===== config.mk =====
export PLATFORM = sky130hd
export DESIGN_NAME = spi_master_ctrl
export DESIGN_NICKNAME = d
export VERILOG_FILES = /design/src/rtl/spi_master_ctrl_pkg.sv /design/src/rtl/spi_master_ctrl_bit_counter.sv /design/src/rtl/spi_master_ctrl.sv
export SDC_FILE = /design/constraint.sdc
export NUM_CORES = 1
export LEC_CHECK = 0
export BUFFER_PORTS_ARGS = -buffer_cell sky130_fd_sc_hd__buf_2
export CAP_MARGIN = 20
export CORE_MARGIN = 1.5
export CORE_UTILIZATION = 35
export DETAILED_ROUTE_END_ITERATION = 12
export GPL_TIMING_DRIVEN = 0
export PLACE_DENSITY = 0.54
export SLEW_MARGIN = 40
export SYNTH_ARGS = -nofsm -noshare
export SYNTH_HDL_FRONTEND = slang
export SYNTH_SLANG_ARGS = --single-unit

===== constraint.sdc =====
create_clock -name clk -period 4.6 [get_ports clk]
set_clock_uncertainty 0.05 [all_clocks]
set_input_delay 0.69 -clock clk [delete_from_list [all_inputs] [get_ports clk]]
set_output_delay 0.69 -clock clk [all_outputs]
set_load 0.1 [all_outputs]

===== src/rtl/spi_master_ctrl_pkg.sv =====
// rtl/spi_master_ctrl_pkg.sv - shared types and constants for the SPI master controller
package spi_master_ctrl_pkg;

    localparam int MEM_WIDTH = 8;
    localparam int CNT_W     = 4;
    localparam int CMD_W     = MEM_WIDTH + 2;

    typedef enum logic [2:0] {
        IDLE_M,
        CMD_M,
        SHIFT_M,
        TURN_M,
        RECV_M,
        GAP_M
    } master_state_e;

    localparam logic [1:0] OP_WR_ADDR = 2'b00;
    localparam logic [1:0] OP_WR_DATA = 2'b01;
    localparam logic [1:0] OP_RD_ADDR = 2'b10;
    localparam logic [1:0] OP_RD_DATA = 2'b11;

    // A state lasting len cycles counts len-1 down to 0.
    function automatic logic [CNT_W-1:0] cnt_load(input int unsigned len);
        return CNT_W'(len - 1);
    endfunction

endpackage


===== src/rtl/spi_master_ctrl_bit_counter.sv =====
// rtl/spi_master_ctrl_bit_counter.sv - loadable down-counter that saturates at zero
module spi_master_ctrl_bit_counter
    import spi_master_ctrl_pkg::*;
(
    input  logic             clk,
    input  logic             rst_n,
    input  logic             load,
    input  logic [CNT_W-1:0] load_val,
    input  logic             dec_en,
    output logic             zero
);

    logic [CNT_W-1:0] count_q;
    logic [CNT_W-1:0] count_d;

    always_comb begin
        count_d = count_q;
        if (load) begin
            count_d = load_val;
        end else if (dec_en && (count_q != '0)) begin
            count_d = count_q - 1'b1;
        end
    end

    always_ff @(posedge clk or negedge rst_n) begin
        if (!rst_n) begin
            count_q <= '0;
        end else begin
            count_q <= count_d;
        end
    end

    assign zero = (count_q == '0);

endmodule


===== src/rtl/spi_master_ctrl.sv =====
// rtl/spi_master_ctrl.sv - serialises 10-bit command words onto SS_n/MOSI, collects read bytes from MISO
module spi_master_ctrl
    import spi_master_ctrl_pkg::*;
#(
    parameter int TURNAROUND = 2,
    parameter int END_GAP    = 1
) (
    input  logic                 clk,
    input  logic                 rst_n,
    input  logic                 cmd_valid,
    input  logic [CMD_W-1:0]     cmd_data,
    output logic                 cmd_ready,
    output logic                 rsp_valid,
    output logic [MEM_WIDTH-1:0] rsp_data,
    output logic                 busy,
    output logic                 SS_n,
    output logic                 MOSI,
    input  logic                 MISO
);

    localparam logic [CNT_W-1:0] SHIFT_LOAD = cnt_load(CMD_W);
    localparam logic [CNT_W-1:0] TURN_LOAD  = cnt_load(TURNAROUND);
    localparam logic [CNT_W-1:0] RECV_LOAD  = cnt_load(MEM_WIDTH);
    localparam logic [CNT_W-1:0] GAP_LOAD   = cnt_load(END_GAP);

    master_state_e        state_q, state_d;
    logic [CMD_W-1:0]     cmd_q, cmd_d;
    logic [MEM_WIDTH-2:0] rx_q, rx_d;
    logic                 rd_frame_q, rd_frame_d;
    logic [MEM_WIDTH-1:0] rsp_data_q, rsp_data_d;
    logic                 rsp_valid_q, rsp_valid_d;
    logic                 mosi_q, mosi_d;
    logic                 ss_n_q, ss_n_d;
    logic                 busy_q, busy_d;
    logic                 cmd_ready_q, cmd_ready_d;

    logic                 sh_load, sh_dec, sh_zero;
    logic                 wt_load, wt_dec, wt_zero;
    logic [CNT_W-1:0]     wt_val;

    // Command bit counter for SHIFT; a second counter times TURN, RECV and GAP.
    spi_master_ctrl_bit_counter u_shift_cnt (
        .clk      (clk),
        .rst_n    (rst_n),
        .load     (sh_load),
        .load_val (SHIFT_LOAD),
        .dec_en   (sh_dec),
        .zero     (sh_zero)
    );

    spi_master_ctrl_bit_counter u_wait_cnt (
        .clk      (clk),
        .rst_n    (rst_n),
        .load     (wt_load),
        .load_val (wt_val),
        .dec_en   (wt_dec),
        .zero     (wt_zero)
    );

    always_comb begin
        state_d     = state_q;
        cmd_d       = cmd_q;
        rx_d        = rx_q;
        rd_frame_d  = rd_frame_q;
        rsp_data_d  = rsp_data_q;
        rsp_valid_d = 1'b0;
        mosi_d      = 1'b0;
        sh_load     = 1'b0;
        sh_dec      = 1'b0;
        wt_load     = 1'b0;
        wt_dec      = 1'b0;
        wt_val      = GAP_LOAD;

        case (state_q)
            IDLE_M: begin
                if (cmd_valid && cmd_ready_q) begin
                    cmd_d      = cmd_data;
                    rd_frame_d = (cmd_data[CMD_W-1:CMD_W-2] == OP_RD_DATA);
                    mosi_d     = cmd_data[CMD_W-1];
                    state_d    = CMD_M;
                end
            end
            CMD_M: begin
                // The select bit is sent once up front, then again as the word's MSB.
                mosi_d  = cmd_q[CMD_W-1];
                sh_load = 1'b1;
                state_d = SHIFT_M;
            end
            SHIFT_M: begin
                if (!sh_zero) begin
                    sh_dec = 1'b1;
                    cmd_d  = cmd_q << 1;
                    mosi_d = cmd_q[CMD_W-2];
                end else if (rd_frame_q) begin
                    wt_load = 1'b1;
                    wt_val  = TURN_LOAD;
                    state_d = TURN_M;
                end else begin
                    wt_load = 1'b1;
                    wt_val  = GAP_LOAD;
                    state_d = GAP_M;
                end
            end
            TURN_M: begin
                if (!wt_zero) begin
                    wt_dec = 1'b1;
                end else begin
                    wt_load = 1'b1;
                    wt_val  = RECV_LOAD;
                    state_d = RECV_M;
                end
            end
            RECV_M: begin
                rx_d = {rx_q[MEM_WIDTH-3:0], MISO};
                if (!wt_zero) begin
                    wt_dec = 1'b1;
                end else begin
                    rsp_data_d  = {rx_q, MISO};
                    rsp_valid_d = 1'b1;
                    wt_load     = 1'b1;
                    wt_val      = GAP_LOAD;
                    state_d     = GAP_M;
                end
            end
            GAP_M: begin
                if (!wt_zero) begin
                    wt_dec = 1'b1;
                end else begin
                    state_d = IDLE_M;
                end
            end
            default: begin
                state_d = IDLE_M;
            end
        endcase

        // Outputs are registered from the next state so they line up with it.
        ss_n_d      = !((state_d == CMD_M) || (state_d == SHIFT_M) ||
                        (state_d == TURN_M) || (state_d == RECV_M));
        busy_d      = (state_d != IDLE_M);
        cmd_ready_d = (state_d == IDLE_M);
    end

    always_ff @(posedge clk or negedge rst_n) begin
        if (!rst_n) begin
            state_q     <= IDLE_M;
            cmd_q       <= '0;
            rx_q        <= '0;
            rd_frame_q  <= 1'b0;
            rsp_data_q  <= '0;
            rsp_valid_q <= 1'b0;
            mosi_q      <= 1'b0;
            ss_n_q      <= 1'b1;
            busy_q      <= 1'b0;
            cmd_ready_q <= 1'b1;
        end else begin
            state_q     <= state_d;
            cmd_q       <= cmd_d;
            rx_q        <= rx_d;
            rd_frame_q  <= rd_frame_d;
            rsp_data_q  <= rsp_data_d;
            rsp_valid_q <= rsp_valid_d;
            mosi_q      <= mosi_d;
            ss_n_q      <= ss_n_d;
            busy_q      <= busy_d;
            cmd_ready_q <= cmd_ready_d;
        end
    end

    assign cmd_ready = cmd_ready_q;
    assign rsp_valid = rsp_valid_q;
    assign rsp_data  = rsp_data_q;
    assign busy      = busy_q;
    assign SS_n      = ss_n_q;
    assign MOSI      = mosi_q;

endmodule


==> key figures, run 1 <==
Logic synthesis
  – Netlist Area Pre-Place: 2030 um2
  – Syn avg cell area: 10.7 um2
  – Simple-gate portion of the synthesized area: 12.0%
  – Synth Area in XOR/XNOR: 0.432%
  – EDFF count, synth: 0
  – Post-Synthesis Cells: 189
  – Syn Nets: 205
  – Ys flop type: dfrtp_1
  – Adder-Cell Fraction of Synth Area: 1.23%
  – Largest family of logic cells by synthesized area: compound AO/OA/AOI/OAI gates
  – FFs w/ async S/R, synth: 100%
  – Synth Warn #: 0
  – Seq/Total Area, Yosys: 51.9%
  – Compound-Gate Fraction of Synth Area: 20.2%
  – Yosys cell types: 45
  – Yosys reg bits: 42
  – Mux cell area share after synthesis: 9.31%

STA
  – RSZ-0062 raised after global routing: no
  – Final Max Slew Viols: 0
  – Final period util: 48.8%
  – Tightest Pin Transition: 0.727 ns
  – Final Hold Fails: 0
  – Final setup viols: 0
  – Min cycle time layout: 2.25 ns
  – Peak Freq: 0.445 GHz
  – Final TNS setup: 0 ns
  – Slew margin rel.: 51.4%

Routing
  – Vias: 1,543
  – 1st-iter DRT viols: 87
  – DRT Wirelength: 4260 um
  – Residual DRC: 0
  – DR pass1 iterations: 4
  – ANT nets after route: 0
  – Drt via density: 5.23
  – Post-DR wirelength/cell: 14.5 um

Clock tree
  – Cts repair resizes: 0
  – Hold Buf Count CTS: 0
  – CTS tree: done
  – Clk sinks: 42
  – CTS Buf Count: 5
  – Worst skew pair latency: 0.30 ns
  – Post-CTS Setup Bufs: 0
  – Clock Path Buffers: 2
  – H-Tree Depth: 2
  – Root Buffer: clkbuf_8
  – Clock Pin Slew Worst Setup and Hold Paths: 0.09 ns

Floorplanning
  – Number of placement rows: 27
  – IO Count: 27
  – Die Ht: 79.1 um
  – Starting Density: 36.6%
  – Full die area: 6260 um2
  – Die Wd: 79.1 um
  – CORE AREA: 5540 um2

Worst setup path
  – Maximum fanout along the worst path: 10
  – Worst Path Required: 4.73 ns
  – WP buf/inv: 2
  – Reg-to-reg critical path endpoint: rsp_data[0]
  – Critical-path cell list: inv_1, ha_1, or3b_1, buf_2, nor3_4, mux2_2
  – R2R setup slack: 2.35 ns
  – Crit Path Class: flop to flop
  – Worst path top cell family by delay: simple AND/OR/NAND/NOR gates
  – Reg2reg start: u_wait_cnt.count_q[0]
  – Worst endpoint data arrival time: 2.38 ns
  – Crit-path slowest cell: nor3_4
  – R2R cell count: 6
  – Crit. End Element: flop
  – Slowest stage delay, CP: 0.45 ns
  – Startpoint types: flop

Cells and area
  – Share of layout cells above drive strength 1: 27.8%
  – Most common cell after layout, fill and taps aside: dfrtp_1
  – Commonest non-fill, non-tap cells in the layout: dfrtp_1, buf_2, mux2_2
  – Antenna cell count: 0
  – Fin nets: 238
  – Finished Core Util: 42.4%
  – Area Overhead vs Synth: 15.7%

Place
  – Hpwl dp: 2940 um
  – Placer Congestion: 0.773
  – Port buffer count: 26

Power
  – Pwr dens: 631 nW/um2
  – Worst VDD drop: 0.000228 V
  – Leak Pwr: 0.00107 uW

Global routing
  – Initial antenna violation count: 0
  – Total congestion overflow: 0
  – GRT Total Usage: 15.1%
  – Largest net degree at the start of global routing: 43
  – Number of global-route vias before repair: 1,538
  – First-pass GRT wire length: 7360 um

Outcome
  – Outcome: finished, final reports clean

Hold path
  – Hold/Removal Path Class: primary input to async pin

Job
  – Max-cap check violation count: 0
[stage by stage]
stage                     instance area [um2]  setup WS, ns  cells  hold slack, ns  total power, uW
after detailed placement                 2250          2.37    287           0.435             1240
after floorplan                          2030          2.45    189           0.344             1090
after global placement                   2250          2.39    287           0.424             1230
final                                    2350          2.35    295           0.313             1480
after global routing                     2350          2.24    295           0.360             1600
after CTS                                2350          2.35    295           0.336             1490
[power by group]
part           internal, uW  total, uW  switching (uW)
Clock                   121        253             132
Combinational           266        677             412
Sequential              477        550            72.8
[worst max path at each step]
stage | slack, ns | endpoint | cells past startpoint | from
after floorplan | 2.45 | cmd_q[4] | 6 | cmd_ready
after global placement | 2.39 | rsp_data[5] | 6 | u_wait_cnt.count_q[0]
after detailed placement | 2.37 | rsp_data[5] | 6 | u_wait_cnt.count_q[0]
after CTS | 2.35 | rsp_data[1] | 6 | u_wait_cnt.count_q[0]
after global routing | 2.24 | rsp_data[4] | 6 | u_wait_cnt.count_q[0]
final | 2.35 | rsp_data[0] | 6 | u_wait_cnt.count_q[0]
[layer usage]
| layer | part of all wire [%] | track usage, % | vias to the layer above | routed length (um) |
|---|---|---|---|---|
| met5 | 0 | 0 | - | 0 |
| met2 | 45 | 24.4 | 42 | 1910 |
| met3 | 5.7 | 3.33 | 6 | 243 |
| met4 | 1.5 | 5.26 | 0 | 63 |
| li1 | - | - | 753 | - |
| met1 | 48 | 20.0 | 742 | 2040 |
[layout make-up]
type | count | area (um2)
Clock buffer | 6 | 82.6
Tap cell | 72 | 90.1
Fill cell | 588 | 3190
Inverter | 11 | 41.3
Clock inverter | 2 | 12.5
Multi-Input combinational cell | 123 | 877
Buffer | 13 | 57.6
Timing Repair Buffer | 26 | 133
Sequential cell | 42 | 1050
[logic make-up after synthesis]
logic type | after synthesis
buf+inv | 24
xor+xnor | 1
simple gates | 44
flops | 42
mux | 17
fa+ha+maj | 2
compound gates | 59
[flip-flops by register name (all words and copies together), names as in the netlist, 3 cells and up]
register and count:
u_wait_cnt.count_q 4, u_shift_cnt.count_q 4, state_q 3, cmd_q 10, rx_q 7, rsp_data 8
[worst register-to-register path, stage by stage (launching register included)]
cell	delay, ns
dfrtp_1	0.42
inv_1	0.10
ha_1	0.20
or3b_1	0.35
buf_2	0.18
nor3_4	0.45
mux2_2	0.39
[Yosys cell counts, types with 2 or more instances]
library cell	count	area, um2
nor2b_1	2	12.5
ha_1	2	25.0
o21a_1	8	60.1
nor2_1	10	37.5
o22ai_1	6	37.5
dfrtp_1	40	1000
a31oi_1	3	18.8
nor3_1	4	20.0
clkbuf_1	5	18.8
o21ai_0	11	55.1
nand3b_1	3	22.5
dfstp_2	2	52.6
nor3b_1	2	15.0
or4_1	2	15.0
a2bb2oi_1	2	17.5
nand2_1	8	30.0
inv_1	10	37.5
a21oi_1	9	45.0
nand3_1	4	20.0
mux2_2	15	169
mux2i_1	2	20.0
nand2b_1	3	18.8
buf_2	7	35.0
o211ai_1	2	15.0
o22a_1	7	61.3
Power figures use the tool's default switching activity.
==> inputs of run 2 (changes only) <==
==> constraint.sdc (replaced) <==
create_clock -name clk -period 2.1 [get_ports clk]
set_clock_uncertainty 0.05 [all_clocks]
set_input_delay 0.315 -clock clk [delete_from_list [all_inputs] [get_ports clk]]
set_output_delay 0.315 -clock clk [all_outputs]
set_load 0.1 [all_outputs]
==> key figures, run 2 (synthesis gave the netlist of run 1 again) <==
Outcome
  – Outcome: finished, final reports clean

Global routing
  – First-pass GRT wire length: 7210 um (-2.0%)
  – Number of global-route vias before repair: 1,512 (-1.7%)
  – Total congestion overflow: 0 (unchanged)
  – Largest net degree at the start of global routing: 43 (unchanged)
  – Global routing's busiest layer: met2
  – Met3 Track Usage GR: 3.10% (-0.23 points)
  – GRT Total Usage: 14.8% (-0.38 points)
  – Initial antenna violation count: 0 (unchanged)
  – GR Util met1: 20.8% (+0.75 points)
  – Met2 usage: 22.5% (-1.9 points)

Worst setup path
  – Maximum fanout along the worst path: 10 (unchanged)
  – Crit. End Element: flop
  – Startpoint types: flop
  – Worst endpoint data arrival time: 2.13 ns (-0.25 ns)
  – Worst Path Required: 2.23 ns (-2.50 ns)
  – R2R setup slack: 0.11 ns (-2.25 ns)
  – Crit Path Class: flop to flop
  – Crit-path slowest cell: dfrtp_1
  – Critical-path cell list: inv_1, ha_2, or3b_1, buf_2, nor3_4, buf_12, mux2_2
  – Slowest stage delay, CP: 0.40 ns (-0.05 ns)

STA
  – Tightest Pin Transition: 0.548 ns (-0.179 ns)
  – Final Max Slew Viols: 0 (unchanged)
  – Min cycle time layout: 1.99 ns (-0.251 ns)
  – Final Hold Fails: 0 (unchanged)
  – Final period util: 95.0% (+46 points)
  – Setup WS post-layout: 0.105 ns (-2.25 ns)
  – RSZ-0062 raised after global routing: no
  – Peak Freq: 0.501 GHz (+13%)
  – Final setup viols: 0 (unchanged)
  – Final TNS setup: 0 ns (unchanged)
  – Slew margin rel.: 63.5% (+12 points)

Cells and area
  – FILL cells: 551 (-6.3%)
  – Largest register FFs: 10 (unchanged)
  – Finished Core Util: 44.2% (+1.8 points)
  – Commonest non-fill, non-tap cells in the layout: dfrtp_1, buf_2, mux2_2
  – Finished Layout Cells: 298 (+1.0%)
  – Most common cell after layout, fill and taps aside: dfrtp_1
  – Share of layout cells above drive strength 1: 31.9% (+4.1 points)
  – Fin nets: 241 (+1.3%)
  – Antenna cell count: 0 (unchanged)
  – Largest reg by FF count: cmd_q
  – Area Overhead vs Synth: 20.5%

Clock tree
  – Clk sinks: 42 (unchanged)
  – Clock Pin Slew Worst Setup and Hold Paths: 0.09 ns (about the same)
  – CTS tree: done
  – Root Buffer: clkbuf_8
  – CTS Buf Count: 5 (unchanged)
  – H-Tree Depth: 2 (unchanged)
  – Worst skew pair latency: 0.29 ns (about the same)
  – Clock Path Buffers: 2 (unchanged)

Place
  – Port buffer count: 26 (unchanged)
  – Placer Congestion: 0.787 (+1.9%)
  – Hpwl dp: 2900 um (-1.4%)
  – Dpl cells: 287 (unchanged)
  – Setup slack after placement: -0.170 ns (-2.54 ns)

Routing
  – DRT Wirelength: 4260 um (-0.16%)
  – Vias: 1,541 (-0.13%)
  – Drt via density: 5.17 (-1.1%)
  – 1st-iter DRT viols: 83 (-4.6%)
  – ANT nets after route: 0 (unchanged)
  – Post-DR wirelength/cell: 14.3 um (-1.2%)
  – Residual DRC: 0 (unchanged)
  – DR pass1 iterations: 4 (unchanged)

Power
  – Leak Pwr: 0.00111 uW (+3.5%)
  – Worst VDD drop: 0.000564 V (+150%)
  – Pwr dens: 1400 nW/um2 (+120%)

Floorplanning
  – Full die area: 6260 um2 (unchanged)
  – Die Ht: 79.1 um (unchanged)
  – IO Count: 27 (unchanged)
  – Die Wd: 79.1 um (unchanged)
  – Starting Density: 36.6% (unchanged)
  – CORE AREA: 5540 um2 (unchanged)
  – Number of placement rows: 27 (unchanged)

Hold path
  – Hold/Removal Path Class: primary input to flop

Job
  – Max-cap check violation count: 0 (unchanged)
run 2: layer usage:
metal	wire, um	vias to the layer above
li1	-	761
met3	204	2
met4	24	0
met2	1980	35
met5	0	-
met1	2040	743
run 2: final timing paths:
kind                                       start                endpoint  depth (start not counted)
max                        u_wait_cnt.count_q[0]             rsp_data[4]                          7
min                                         MISO                 rx_q[0]                          2
max reg2reg                u_wait_cnt.count_q[0]             rsp_data[4]                          7
min reg2reg                             cmd_q[5]                cmd_q[5]                          1
max in group asynchronous                  rst_n   u_wait_cnt.count_q[1]                          2
min in group asynchronous                  rst_n  u_shift_cnt.count_q[0]                          2
run 2: layout make-up:
cell class	count	area, um2	share of cell area [%]
Clock inverter	3	48.8	1.99
Tap cell	72	90.1	3.68
Inverter	11	41.3	1.69
Clock buffer	5	68.8	2.81
Buffer	11	50.0	2.05
Multi-Input combinational cell	123	903	36.9
Sequential cell	42	1060	43.3
Timing Repair Buffer	31	185	7.57
run 2: stage by stage:
step | power, uW | instance area (um2) | hold WS (ns)
after floorplan | 2390 | 2030 | -0.0306
after CTS | 3390 | 2410 | 0.206
after global placement | 2700 | 2250 | 0.430
final | 3430 | 2450 | 0.217
after detailed placement | 2710 | 2260 | 0.286
after global routing | 3690 | 2450 | 0.217
run 2: worst max-delay path: cells and delay by family, from the launching register on:
family                     cells  cell delay [ns]
adders and majority gates      1             0.19
buffers and inverters          3             0.43
DFF                            1             0.40
muxes                          1             0.33
and+or+nand+nor                2             0.49
run 2: power by group:
group / internal [uW] / leakage, uW / switching, uW
clock network: 362 / 0.0000563 / 300
registers: 1050 / 0.000519 / 147
logic: 625 / 0.000535 / 943
run 2: repair_timing:
action / 4_1_cts / 5_1_grt
endpoints found under the hold margin: 40 / 0
pin swaps: 1 / 1
resized for setup: 2 / 6
hold buffers: 1 / 0
endpoints found under the setup margin: 11 / 34
buffers inserted: 1 / 3
==> inputs of run 3 (changes only) <==
--- a/config.mk
+++ b/config.mk
@@ -5,9 +5,8 @@
 export SDC_FILE = /design/constraint.sdc
 export NUM_CORES = 1
 export LEC_CHECK = 0
-export BUFFER_PORTS_ARGS = -buffer_cell sky130_fd_sc_hd__buf_2
+export BUFFER_PORTS_ARGS = -buffer_cell sky130_fd_sc_hd__buf_4
 export CAP_MARGIN = 20
-export CORE_MARGIN = 1.5
 export CORE_UTILIZATION = 35
 export DETAILED_ROUTE_END_ITERATION = 12
 export GPL_TIMING_DRIVEN = 0
==> key figures, run 3 (synthesis gave the netlist of run 1 again) <==
Outcome
  – Outcome: finished, final reports clean

STA
  – Slew margin rel.: 63.9% (+0.42 points)
  – Tightest Pin Transition: 0.541 ns (-0.00636 ns)
  – Final setup viols: 0 (unchanged)
  – Final period util: 97.4% (+2.4 points)
  – Final Max Slew Viols: 0 (unchanged)
  – RSZ-0062 raised after global routing: yes
  – Final Hold Fails: 0 (unchanged)
  – Min cycle time layout: 2.04 ns (+0.0501 ns)
  – Final TNS setup: 0 ns (unchanged)
  – Peak Freq: 0.489 GHz (-2.4%)

Worst setup path
  – Reg-to-reg critical path endpoint: rsp_data[3]
  – Reg2reg start: u_wait_cnt.count_q[1]
  – R2R cell count: 7 (unchanged)
  – Crit. End Element: flop
  – Startpoint types: flop
  – Worst Path Required: 2.24 ns (about the same)
  – R2R setup slack: 0.06 ns (-0.05 ns)
  – Worst endpoint data arrival time: 2.18 ns (+0.05 ns)
  – Crit Path Class: flop to flop
  – Maximum fanout along the worst path: 7 (-3)

Cells and area
  – Largest register FFs: 10 (unchanged)
  – Final instance area: 2530 um2 (+3.3%)
  – Most common cell after layout, fill and taps aside: dfrtp_1
  – Commonest non-fill, non-tap cells in the layout: dfrtp_1, buf_4, mux2_2
  – Largest reg by FF count: cmd_q
  – Antenna cell count: 0 (unchanged)
  – Fin nets: 242 (+0.41%)
  – Share of layout cells above drive strength 1: 32.2% (+0.30 points)
  – Area Overhead vs Synth: 24.5%

Place
  – Hpwl dp: 2900 um (+0.15%)
  – Port buffer count: 26 (unchanged)
  – Placer Congestion: 0.778 (-1.1%)
  – Placed cell area: 2320 um2 (+2.8%)

Floorplanning
  – IO Count: 27 (unchanged)
  – Starting Density: 36.6% (unchanged)
  – Full die area: 6110 um2 (-2.5%)
  – Die Ht: 78.1 um (-1.3%)
  – Number of placement rows: 27 (unchanged)
  – Die Wd: 78.1 um (-1.3%)
  – CORE AREA: 5540 um2 (unchanged)

Routing
  – DRT Wirelength: 4330 um (+1.7%)
  – Drt via density: 5.15 (-0.46%)
  – Vias: 1,539 (-0.13%)
  – DR pass1 iterations: 4 (unchanged)
  – Residual DRC: 0 (unchanged)
  – 1st-iter DRT viols: 97 (+17%)
  – ANT nets after route: 0 (unchanged)
  – Post-DR wirelength/cell: 14.5 um (+1.4%)

Hold path
  – Worst Hold Launch: MISO
  – Hold/Removal Path Class: primary input to flop
  – Hold worst-path end: rx_q[0]
  – Hold Crit Depth: 2 (unchanged)

Global routing
  – GRT Total Usage: 15.2% (+0.41 points)
  – Initial antenna violation count: 0 (unchanged)
  – Number of global-route vias before repair: 1,529 (+1.1%)
  – Largest net degree at the start of global routing: 43 (unchanged)
  – Total congestion overflow: 0 (unchanged)
  – First-pass GRT wire length: 7180 um (-0.47%)

Job
  – Max-cap check violation count: 0 (unchanged)

Clock tree
  – Root Buffer: clkbuf_8
  – CTS Buf Count: 5 (unchanged)
  – CTS tree: done
  – Clock Pin Slew Worst Setup and Hold Paths: 0.09 ns (about the same)
  – H-Tree Depth: 2 (unchanged)
  – Clk sinks: 42 (unchanged)
  – Worst skew pair latency: 0.29 ns (about the same)
  – Clock Path Buffers: 2 (unchanged)

Power
  – Leak Pwr: 0.00114 uW (+2.2%)
  – Pwr dens: 1400 nW/um2 (-0.44%)
  – Worst VDD drop: 0.000630 V (+12%)
-- run 3: per-layer routing --
layer | vias to the layer above | track usage, % | wire length, um
met5 | - | 0 | 0
met4 | 0 | 5.37 | 48
met3 | 6 | 3.37 | 127
met2 | 21 | 24.6 | 2020
met1 | 750 | 19.9 | 2140
li1 | 762 | - | -
-- run 3: where the power goes --
group | switching (uW) | leakage (uW) | internal, uW
Combinational | 921 | 0.000548 | 627
Sequential | 164 | 0.000519 | 1050
Clock | 288 | 0.0000683 | 476
-- run 3: how the worst max path moves through the flow --
stage,startpoint,end,cells past startpoint
after CTS,u_shift_cnt.count_q[0],u_wait_cnt.count_q[0],7
final,u_wait_cnt.count_q[1],rsp_data[3],7
after floorplan,cmd_ready,cmd_q[4],6
after global placement,u_wait_cnt.count_q[1],rsp_data[5],6
after detailed placement,u_wait_cnt.count_q[1],rsp_data[2],6
after global routing,u_wait_cnt.count_q[0],rsp_data[0],7
-- run 3: timing repair --
action                                 in CTS  in global routing
buffers inserted                            2                  2
hold buffers                                1                  0
gates resized for setup                     0                 12
endpoints found under the hold margin      40                  0
setup endpoints to repair                   8                 32
pin swaps                                   1                  0
-- run 3: cell type report --
class | instances | area (um2)
clock buffers | 5 | 68.8
multi-input cells | 123 | 897
plain buffers | 12 | 60.1
flip-flops and latches | 42 | 1060
repair buffers | 31 | 243
inverters | 11 | 41.3
fillers | 544 | 3010
clock inverters | 3 | 68.8
well taps | 72 | 90.1
-- run 3: critical path, cell delays in order (launching register included) --
cell     delay, ns
dfrtp_2       0.44
inv_1         0.06
ha_2          0.18
or3b_1        0.36
buf_6         0.15
nor3_4        0.21
buf_6         0.15
mux2_2        0.33
-- run 3: metrics by stage --
step                      hold WS, ns  util [%]  worst slack [ns]  std cells  total power, uW
final                           0.210      45.6            0.0553        299             3530
after global routing            0.209      45.6           -0.0196        299             3780
after CTS                       0.199      44.8           0.00617        298             3520
after detailed placement        0.285      41.8            -0.140        287             2740
after global placement          0.294      41.8            -0.118        287             2720
after floorplan               -0.0306         -            0.0528        189             2390
